### src/rtl/cpu_boot_ctrl.sv
// Boot/run sequencer: loads a length-prefixed little-endian program from a UART byte stream
// into instruction memory, then runs the core (free-run or single-step) until it halts.
module cpu_boot_ctrl #(
    parameter int unsigned IMEM_ADDR_W = 10,
    parameter logic [31:0] HALT_INSTR  = 32'h0000006F,
    parameter int unsigned CYCLE_W     = 32
) (
    input  logic                   clk,
    input  logic                   reset,
    input  logic                   rx_valid,
    input  logic [7:0]             rx_data,
    output logic                   rx_ready,
    output logic                   imem_we,
    output logic [IMEM_ADDR_W-1:0] imem_addr,
    output logic [31:0]            imem_wdata,
    output logic                   cpu_reset,
    output logic                   cpu_en,
    input  logic                   step_mode,
    input  logic                   step,
    input  logic [31:0]            cpu_pc,
    input  logic [31:0]            cpu_instr,
    output logic                   busy,
    output logic                   halted,
    output logic                   err,
    output logic [31:0]            halt_pc,
    output logic [CYCLE_W-1:0]     cycle_count
);

    typedef enum logic [2:0] {
        StLoadLen, StLoadWord, StRelease, StRun, StHalted, StError
    } state_e;

    state_e                 state_q, state_d;
    logic [1:0]             byte_idx_q, byte_idx_d;
    logic [15:0]            len_q, len_d;
    logic [IMEM_ADDR_W-1:0] word_idx_q, word_idx_d;
    logic [23:0]            buf_q, buf_d;
    logic                   we_q, we_d;
    logic [IMEM_ADDR_W-1:0] addr_q, addr_d;
    logic [31:0]            wdata_q, wdata_d;
    logic [31:0]            halt_pc_q, halt_pc_d;
    logic [CYCLE_W-1:0]     cycle_q, cycle_d;

    logic        accept;
    logic [15:0] len_next;
    logic        len_bad;
    logic        last_word;

    assign rx_ready  = !reset && (state_q == StLoadLen || state_q == StLoadWord ||
                                  state_q == StHalted);
    assign accept    = rx_valid && rx_ready;
    assign cpu_reset = reset || !(state_q == StRun || state_q == StHalted);
    assign busy      = state_q == StLoadLen || state_q == StLoadWord || state_q == StRelease;
    assign halted    = state_q == StHalted;
    assign err       = state_q == StError;

    assign imem_we     = we_q;
    assign imem_addr   = addr_q;
    assign imem_wdata  = wdata_q;
    assign halt_pc     = halt_pc_q;
    assign cycle_count = cycle_q;

    assign len_next  = {rx_data, buf_q[7:0]};
    assign len_bad   = (len_next == 16'd0) || (32'(len_next) > (32'd1 << IMEM_ADDR_W));
    assign last_word = 32'(word_idx_q) == (32'(len_q) - 32'd1);

    always_comb begin
        cpu_en = 1'b0;
        if (!reset) begin
            if (state_q == StRelease) cpu_en = 1'b1;
            else if (state_q == StRun) cpu_en = step_mode ? step : 1'b1;
        end
    end

    always_comb begin
        state_d    = state_q;
        byte_idx_d = byte_idx_q;
        len_d      = len_q;
        word_idx_d = word_idx_q;
        buf_d      = buf_q;
        we_d       = 1'b0;
        addr_d     = addr_q;
        wdata_d    = wdata_q;
        halt_pc_d  = halt_pc_q;
        cycle_d    = cycle_q;
        unique case (state_q)
            StLoadLen: begin
                if (accept) begin
                    if (byte_idx_q == 2'd0) begin
                        buf_d[7:0] = rx_data;
                        byte_idx_d = 2'd1;
                    end else begin
                        byte_idx_d = 2'd0;
                        if (len_bad) begin
                            state_d = StError;
                        end else begin
                            len_d      = len_next;
                            word_idx_d = '0;
                            state_d    = StLoadWord;
                        end
                    end
                end
            end
            StLoadWord: begin
                if (accept) begin
                    byte_idx_d = byte_idx_q + 2'd1;
                    unique case (byte_idx_q)
                        2'd0: buf_d[7:0]   = rx_data;
                        2'd1: buf_d[15:8]  = rx_data;
                        2'd2: buf_d[23:16] = rx_data;
                        2'd3: begin
                            we_d       = 1'b1;
                            addr_d     = word_idx_q;
                            wdata_d    = {rx_data, buf_q};
                            word_idx_d = word_idx_q + 1'b1;
                            if (last_word) state_d = StRelease;
                        end
                    endcase
                end
            end
            StRelease: state_d = StRun;
            StRun: begin
                if (cpu_en) begin
                    if (cycle_q != '1) cycle_d = cycle_q + CYCLE_W'(1);
                    if (cpu_instr == HALT_INSTR) begin
                        halt_pc_d = cpu_pc;
                        state_d   = StHalted;
                    end
                end
            end
            StHalted: begin
                // A new byte starts the next load as its low length byte.
                if (accept) begin
                    buf_d[7:0] = rx_data;
                    byte_idx_d = 2'd1;
                    cycle_d    = '0;
                    state_d    = StLoadLen;
                end
            end
            StError: ;
            default: state_d = StError;
        endcase
    end

    always_ff @(posedge clk) begin
        if (reset) begin
            state_q    <= StLoadLen;
            byte_idx_q <= 2'd0;
            len_q      <= 16'd0;
            word_idx_q <= '0;
            buf_q      <= 24'd0;
            we_q       <= 1'b0;
            addr_q     <= '0;
            wdata_q    <= 32'd0;
            halt_pc_q  <= 32'd0;
            cycle_q    <= '0;
        end else begin
            state_q    <= state_d;
            byte_idx_q <= byte_idx_d;
            len_q      <= len_d;
            word_idx_q <= word_idx_d;
            buf_q      <= buf_d;
            we_q       <= we_d;
            addr_q     <= addr_d;
            wdata_q    <= wdata_d;
            halt_pc_q  <= halt_pc_d;
            cycle_q    <= cycle_d;
        end
    end

endmodule

### config.mk
export PLATFORM = sky130hd
export DESIGN_NAME = cpu_boot_ctrl
export DESIGN_NICKNAME = d
export VERILOG_FILES = /design/src/rtl/cpu_boot_ctrl.sv
export SDC_FILE = /design/constraint.sdc
export NUM_CORES = 1
export LEC_CHECK = 0
export CORE_MARGIN = 3
export CORE_UTILIZATION = 45
export CTS_BUF_LIST = sky130_fd_sc_hd__clkbuf_4
export DETAILED_ROUTE_END_ITERATION = 7
export GPL_TIMING_DRIVEN = 1
export PLACE_DENSITY_LB_ADDON = 0.1
export SYNTH_ARGS = -nofsm -noshare
export SYNTH_HDL_FRONTEND = slang
export SYNTH_SLANG_ARGS = --single-unit
### constraint.sdc
create_clock -name clk -period 2.2 [get_ports clk]
set_input_delay 0.33 -clock clk [delete_from_list [all_inputs] [get_ports clk]]
set_output_delay 0.33 -clock clk [all_outputs]
set_load 0.05 [all_outputs]
Yosys cells after proc, flatten, opt, wreduce, memory -nomap -nowiden
Index checks and enable logic that the tools add are counted.
{ "totals": {"out_inout_bits": 113, "register_bits": 162, "word_cells": 104, "in_bits": 77} }
{ "classes": {"n_mux": 35, "addsub": 4, "n_reduce_logical": 26, "magnitude_cmp": 1, "eq_ne": 21, "bitwise_logic": 5} }
{ "ops": {"columns": ["cell", "count"], "rows": [
  ["$mux 32", 3],
  ["$pmux 32 s2", 1],
  ["$mux 10", 5],
  ["$add 32x1->32 const B", 1],
  ["$eq 10x32->1", 1],
  ["$eq 32x7->1 const B", 1],
  ["$mux 8", 4],
  ["$ne 32x32->1 const B", 1],
  ["$mux 3", 9],
  ["$pmux 8 s3", 1],
  ["$pmux 10 s2", 1],
  ["$pmux 3 s6", 1],
  ["$sub 16x1->17 const B", 1],
  ["$gt 16x11->1 const B", 1],
  ["$logic_not 16->1", 1],
  ["$ne 2x2->1 const B", 6],
  ["$reduce_and 3->1", 4],
  ["$reduce_and 4->1", 3],
  ["$add 10x1->10 const B", 1],
  ["$reduce_and 9->1", 1],
  ["$ne 2x1->1 const B", 4],
  ["$eq 3x2->1 const B", 2],
  ["$eq 3x3->1 const B", 2],
  ["$logic_or 1x1->1", 6],
  ["16 further kinds", 31]
]} }

Logic depth before layout (Yosys ltp)
{ "depth": {"depth_word": 7, "depth_mapped": 10, "ltp_nobuf": 8} }

Least setup slack after synthesis
OpenSTA, ideal clock, no wires.
{ "synth_path": {"kind": "register to register", "startpoint": "register state_q[0]", "endpoint": "register cycle_q[30], in the netlist cycle_count[30]", "synth_period_minus_slack_ns": 2.784, "stages_incl_launch_ff": 10, "n_path_buf": 3, "setup_time_ns": 0.128, "t_required_ns": 2.072, "arrival_time_ns": 2.656, "slack_ns": -0.584, "cell_sequence": "dfxtp_1 -> clkbuf_1 -> nor3b_2 -> and4b_1 -> clkbuf_1 -> a21boi_1 -> clkbuf_1 -> nand4_1 -> xor2_1 -> nor2_1"} }
{ "synth_via": {"elab_cells_between_ends": 18, "classes_between": "eq/ne: 7; mux: 4; reduce/logical: 7"} }
{ "synth_lines": {"columns": ["item", "line", "rtl"], "rows": [
  ["start, declared", "33", "state_e state_q, state_d;"],
  ["start signal, assigned", "147", "state_q <= StLoadLen;"],
  ["start signal, assigned", "158", "state_q <= state_d;"],
  ["$eq 3x3->1 *", null, null],
  ["via halted", "23", "output logic halted,"],
  ["$logic_or 1x1->1", "49", "assign rx_ready = !reset && (state_q == StLoadLen || state_q == StLoadWord ||"],
  ["$logic_and 1x1->1", "49", null],
  ["$logic_and 1x1->1", "51", "assign accept = rx_valid && rx_ready;"],
  ["$ne 2x1->1 (no line)", null, null],
  ["$reduce_and 4->1 (no line)", null, null],
  ["end signal, assigned", "167", "cycle_q <= cycle_d;"],
  ["end, declared", "42", "logic [CYCLE_W-1:0] cycle_q, cycle_d;"]
]} }
The timed path passes the listed nets; every way through them passes the cells marked *.
A chain may end at the register's enable or synchronous reset.

Worst setup path after layout
{ "layout_path": {"startpoint": "register len_q[3]", "endpoint": "register state_q[0]"} }
{ "layout_via": {"elab_chain_cells": 4} }
{ "layout_rtl": {"columns": ["item", "line", "rtl"], "rows": [
  ["start, declared", "35", "logic [15:0] len_q, len_d;"],
  ["start signal, assigned", "160", "len_q <= len_d;"],
  ["$sub 16x1->17", "65", "assign last_word = 32'(word_idx_q) == (32'(len_q) - 32'd1);"],
  ["$eq 10x32->1", "65", null],
  ["$ne 2x2->1 (no line)", null, null],
  ["$reduce_and 9->1 (no line)", null, null]
]} }
No other way between the ends.

==> flow_summary.toml <==
[pwr]
ir_drop_uv = 367
swShare_pct = 25.3
power.internal_mw = 4.01
p_leak_nw = 4.12
switchingPower_mw = 1.36
clkPwrFrac_pct = 36.9
p_per_area_nw_per_um2 = 520
seq_power_share_pct = 55.0
pwr-share-comb_pct = 8.0

[synth]
synth.avg_cell_area_um2 = 8.09
synthFlopType = "dfxtp_1"
ys_warn_count = 0
ys_ff_latch = 162
synthArstFlopShare_pct = 0
synth_edf_count = 0
synth_top_area_share_pct = 46.4
synth_cell_types = 61
syn_area_um2 = 6990
ys_seq_area_share_pct = 46.4
syn_nets = 949
synth.area.top_cells = "dfxtp_1, nand2_1, a21oi_1"
syn_inst = 865
yosysTopAreaCell = "dfxtp_1"

[final_layout]
layout.nets = 1190
fin_area_um2 = 10300
area_growth_pct = 47.7
nFillCells = 1235
layout-drive-gt1-share_pct = 16.1

[sta]
rsz0062_at_grt = "true"
timing.final.ws_setup_ns = -0.0774
max_freq_mhz = 439
slew_headroom_pct = 54.9
maxSlewViolCount = 0
setup_viol = 12
fin_crit_ns = 2.28
fin_hold_ws_ns = 0.156
clock_skew_ns = 0.0154
hold_viol_final = 0
worstMarginPinSlew_ns = 0.676
fin_crit_sh_pct = 104

[critical_path]
worstSetupPathType = "register to register"
worstPathRequired_ns = 2.65
reg2reg_from = "len_q[3]"
end_kind = "register"
r2r-end = "state_q[0]"
critPathArrivalTime_ns = 2.73
r2r_slack_ns = -0.08
ff2ff_path_depth = 7
start_kind = "register"
crit_fanout = 5

[floorplan]
io_pins = 190
fp-row-count = 44
die_x_um = 131
initial_core_util_pct = 47.1
die_h_um = 131
core-area_um2 = 14900
die_area_um2 = 17100

[grt]
globalRouteOverflowTotal = 0
first_global_vias = 6561
top_usage_layer = "met2"
antenna_found_initial = 1
grt_use_met2_pct = 37.8
grtUsageMet1_pct = 29.0
grt_pass1_wl_um = 31700
grt_start_max_net_pins = 66
grt_use_met3_pct = 6.46
grtUsageTotal_pct = 23.0

[placed_design]
dp_slack_ns = -0.311
hpwl_um = 13600
placed_area_um2 = 9720
gp_congestion = 0.853
io_buffers = 189

[routing]
drtIter0Drc = 457
vias = 6885
vias_per_cell = 5.28
drc = 0
drt_wl_total_um = 19600
drtPass1Iterations = 5
ant_nets = 0
wl_per_cell_um = 15.0

[cts]
numCtsBuffers = 17
cts.sinks = 162
cts_tree = "done"
clk_pin_slew_worst_paths_ns = 0.14
clock_latency_ns = 0.58
htreeDepth = 4
max-clock-path-buffers = 2
cts_root_buffer = "clkbuf_4"

[min_path]
hold_path_end = "state_q[2]"
hold_path_startpoint = "reset"
hold_class = "input pin to register"
min_path_cells = 4

[status]
violations = "setup timing"
status = "finished with violations"

[job]
max_cap_viol_count = 0
-- metal layers --
layer	wire length (um)	vias to the layer above
li1	-	3440
met1	8410	3229
met2	9540	185
met3	1250	31
met4	356	0
met5	0	-
-- cell type report --
class / instances / area [um^2] / area share (%)
diodes: 1 / 2.50 / 0.0242
clock buffers: 17 / 128 / 1.24
clock inverters: 15 / 196 / 1.90
inverters: 14 / 55.1 / 0.533
multi-input cells: 630 / 3700 / 35.8
flip-flops and latches: 162 / 3260 / 31.6
well taps: 184 / 230 / 2.23
repair buffers: 281 / 2760 / 26.7
-- timing repair --
item | 4_1_cts | 5_1_grt
endpoints found under the setup margin | 32 | 63
gates resized for setup | 37 | 34
pin swaps | 3 | 6
hold buffers | 0 | 0
cloned | 0 | 0
setup buffers | 5 | 7
-- state kept, by name (all words and copies together), names as in the netlist --
| name | count |
|---|---|
| len_q | 16 |
| word_idx_q | 10 |
| imem_wdata | 32 |
| byte_idx_q | 2 |
| imem_addr | 10 |
| cycle_count | 32 |
| halt_pc | 32 |
| imem_we | 1 |
| state_q | 3 |
| buf_q | 24 |
-- cell families after synthesis --
group	after synthesis	synth area share [%]
mux	16	2.31
buf+inv	73	4.10
simple gates	417	28.0
flops	162	46.4
compound gates	140	11.7
fa+ha+maj	8	1.40
xor+xnor	49	6.14
-- worst max-delay path by stage --
stage | from | endpoint | slack [ns] | cells after the start
after global placement | len_q[0] | state_q[0] | -0.28 | 9
after global routing | len_q[0] | state_q[0] | -0.17 | 9
after floorplan | state_q[0] | cycle_count[29] | -0.03 | 7
after detailed placement | cpu_instr[2] | halt_pc[0] | -0.31 | 8
after CTS | len_q[3] | state_q[0] | -0.04 | 7
final | len_q[3] | state_q[0] | -0.08 | 7
-- metrics by stage --
stage	cells	power, mW	utilization (%)	TNS (ns)
finish	1304	5.37	69.5	-0.326
global route	1304	5.56	69.5	-2.29
CTS	1296	5.40	68.3	-0.392
detailed placement	1259	3.43	65.4	-12.46
global placement	1259	3.43	65.4	-10.71
floorplan	865	3.17	-	-0.235
-- critical path, cell delays in order (launching register included) --
cell	delay [ns]
dfxtp_2	0.35
or4_4	0.55
buf_6	0.14
or4_4	0.42
a21oi_4	0.20
o221ai_2	0.14
nor4bb_4	0.30
nor4_1	0.07
-- Yosys cell counts (all sizes together) (4+ instances only) --
master and n:
and4 5, dfxtp 162, inv 13, nand4 21, nor3b 5, nor2 85
o2111ai 5, nor3 10, buf 7, ha 7, nor4 16, and2 7
nand3 43, xor2 36, o21ai 4, and3 11, xnor2 13, mux2i 15
a21oi 106, nand2 180, or4 6, nor2b 6, nand2b 4, clkbuf 52
-- cell usage in the layout (no fill, tap or decap), drive strengths merged, types with 3 or more instances in the layout --
cell           instances
a21o                   3
a21oi                106
and2                   7
and3                  11
and4                   5
buf                   99
bufinv                 3
clkbuf                17
clkdlybuf4s50        154
clkinv                 4
dfxtp                162
dlygate4sd2           14
dlymetal6s2s          14
ha                     7
inv                   20
mux2i                 15
nand2                180
nand2b                 4
nand3                 43
nand3b                 3
nand4                 21
nor2                  85
nor2b                  6
nor3                  10
nor3b                  5
nor4                  16
nor4bb                 3
o2111ai                5
o21ai                  4
or3                    3
or4                    6
xnor2                 13
xor2                  36
-- power groups by stage --
stage               Clock, mW  Combinational [mW]  Sequential [mW]
finish                   1.98               0.432             2.95
global placement            0               0.414             3.02
global route             2.14               0.463             2.96
CTS                      2.02               0.421             2.96
detailed placement          0               0.414             3.02
floorplan                   0               0.152             3.02
Note: power is estimated with default switching activity, not from simulation.
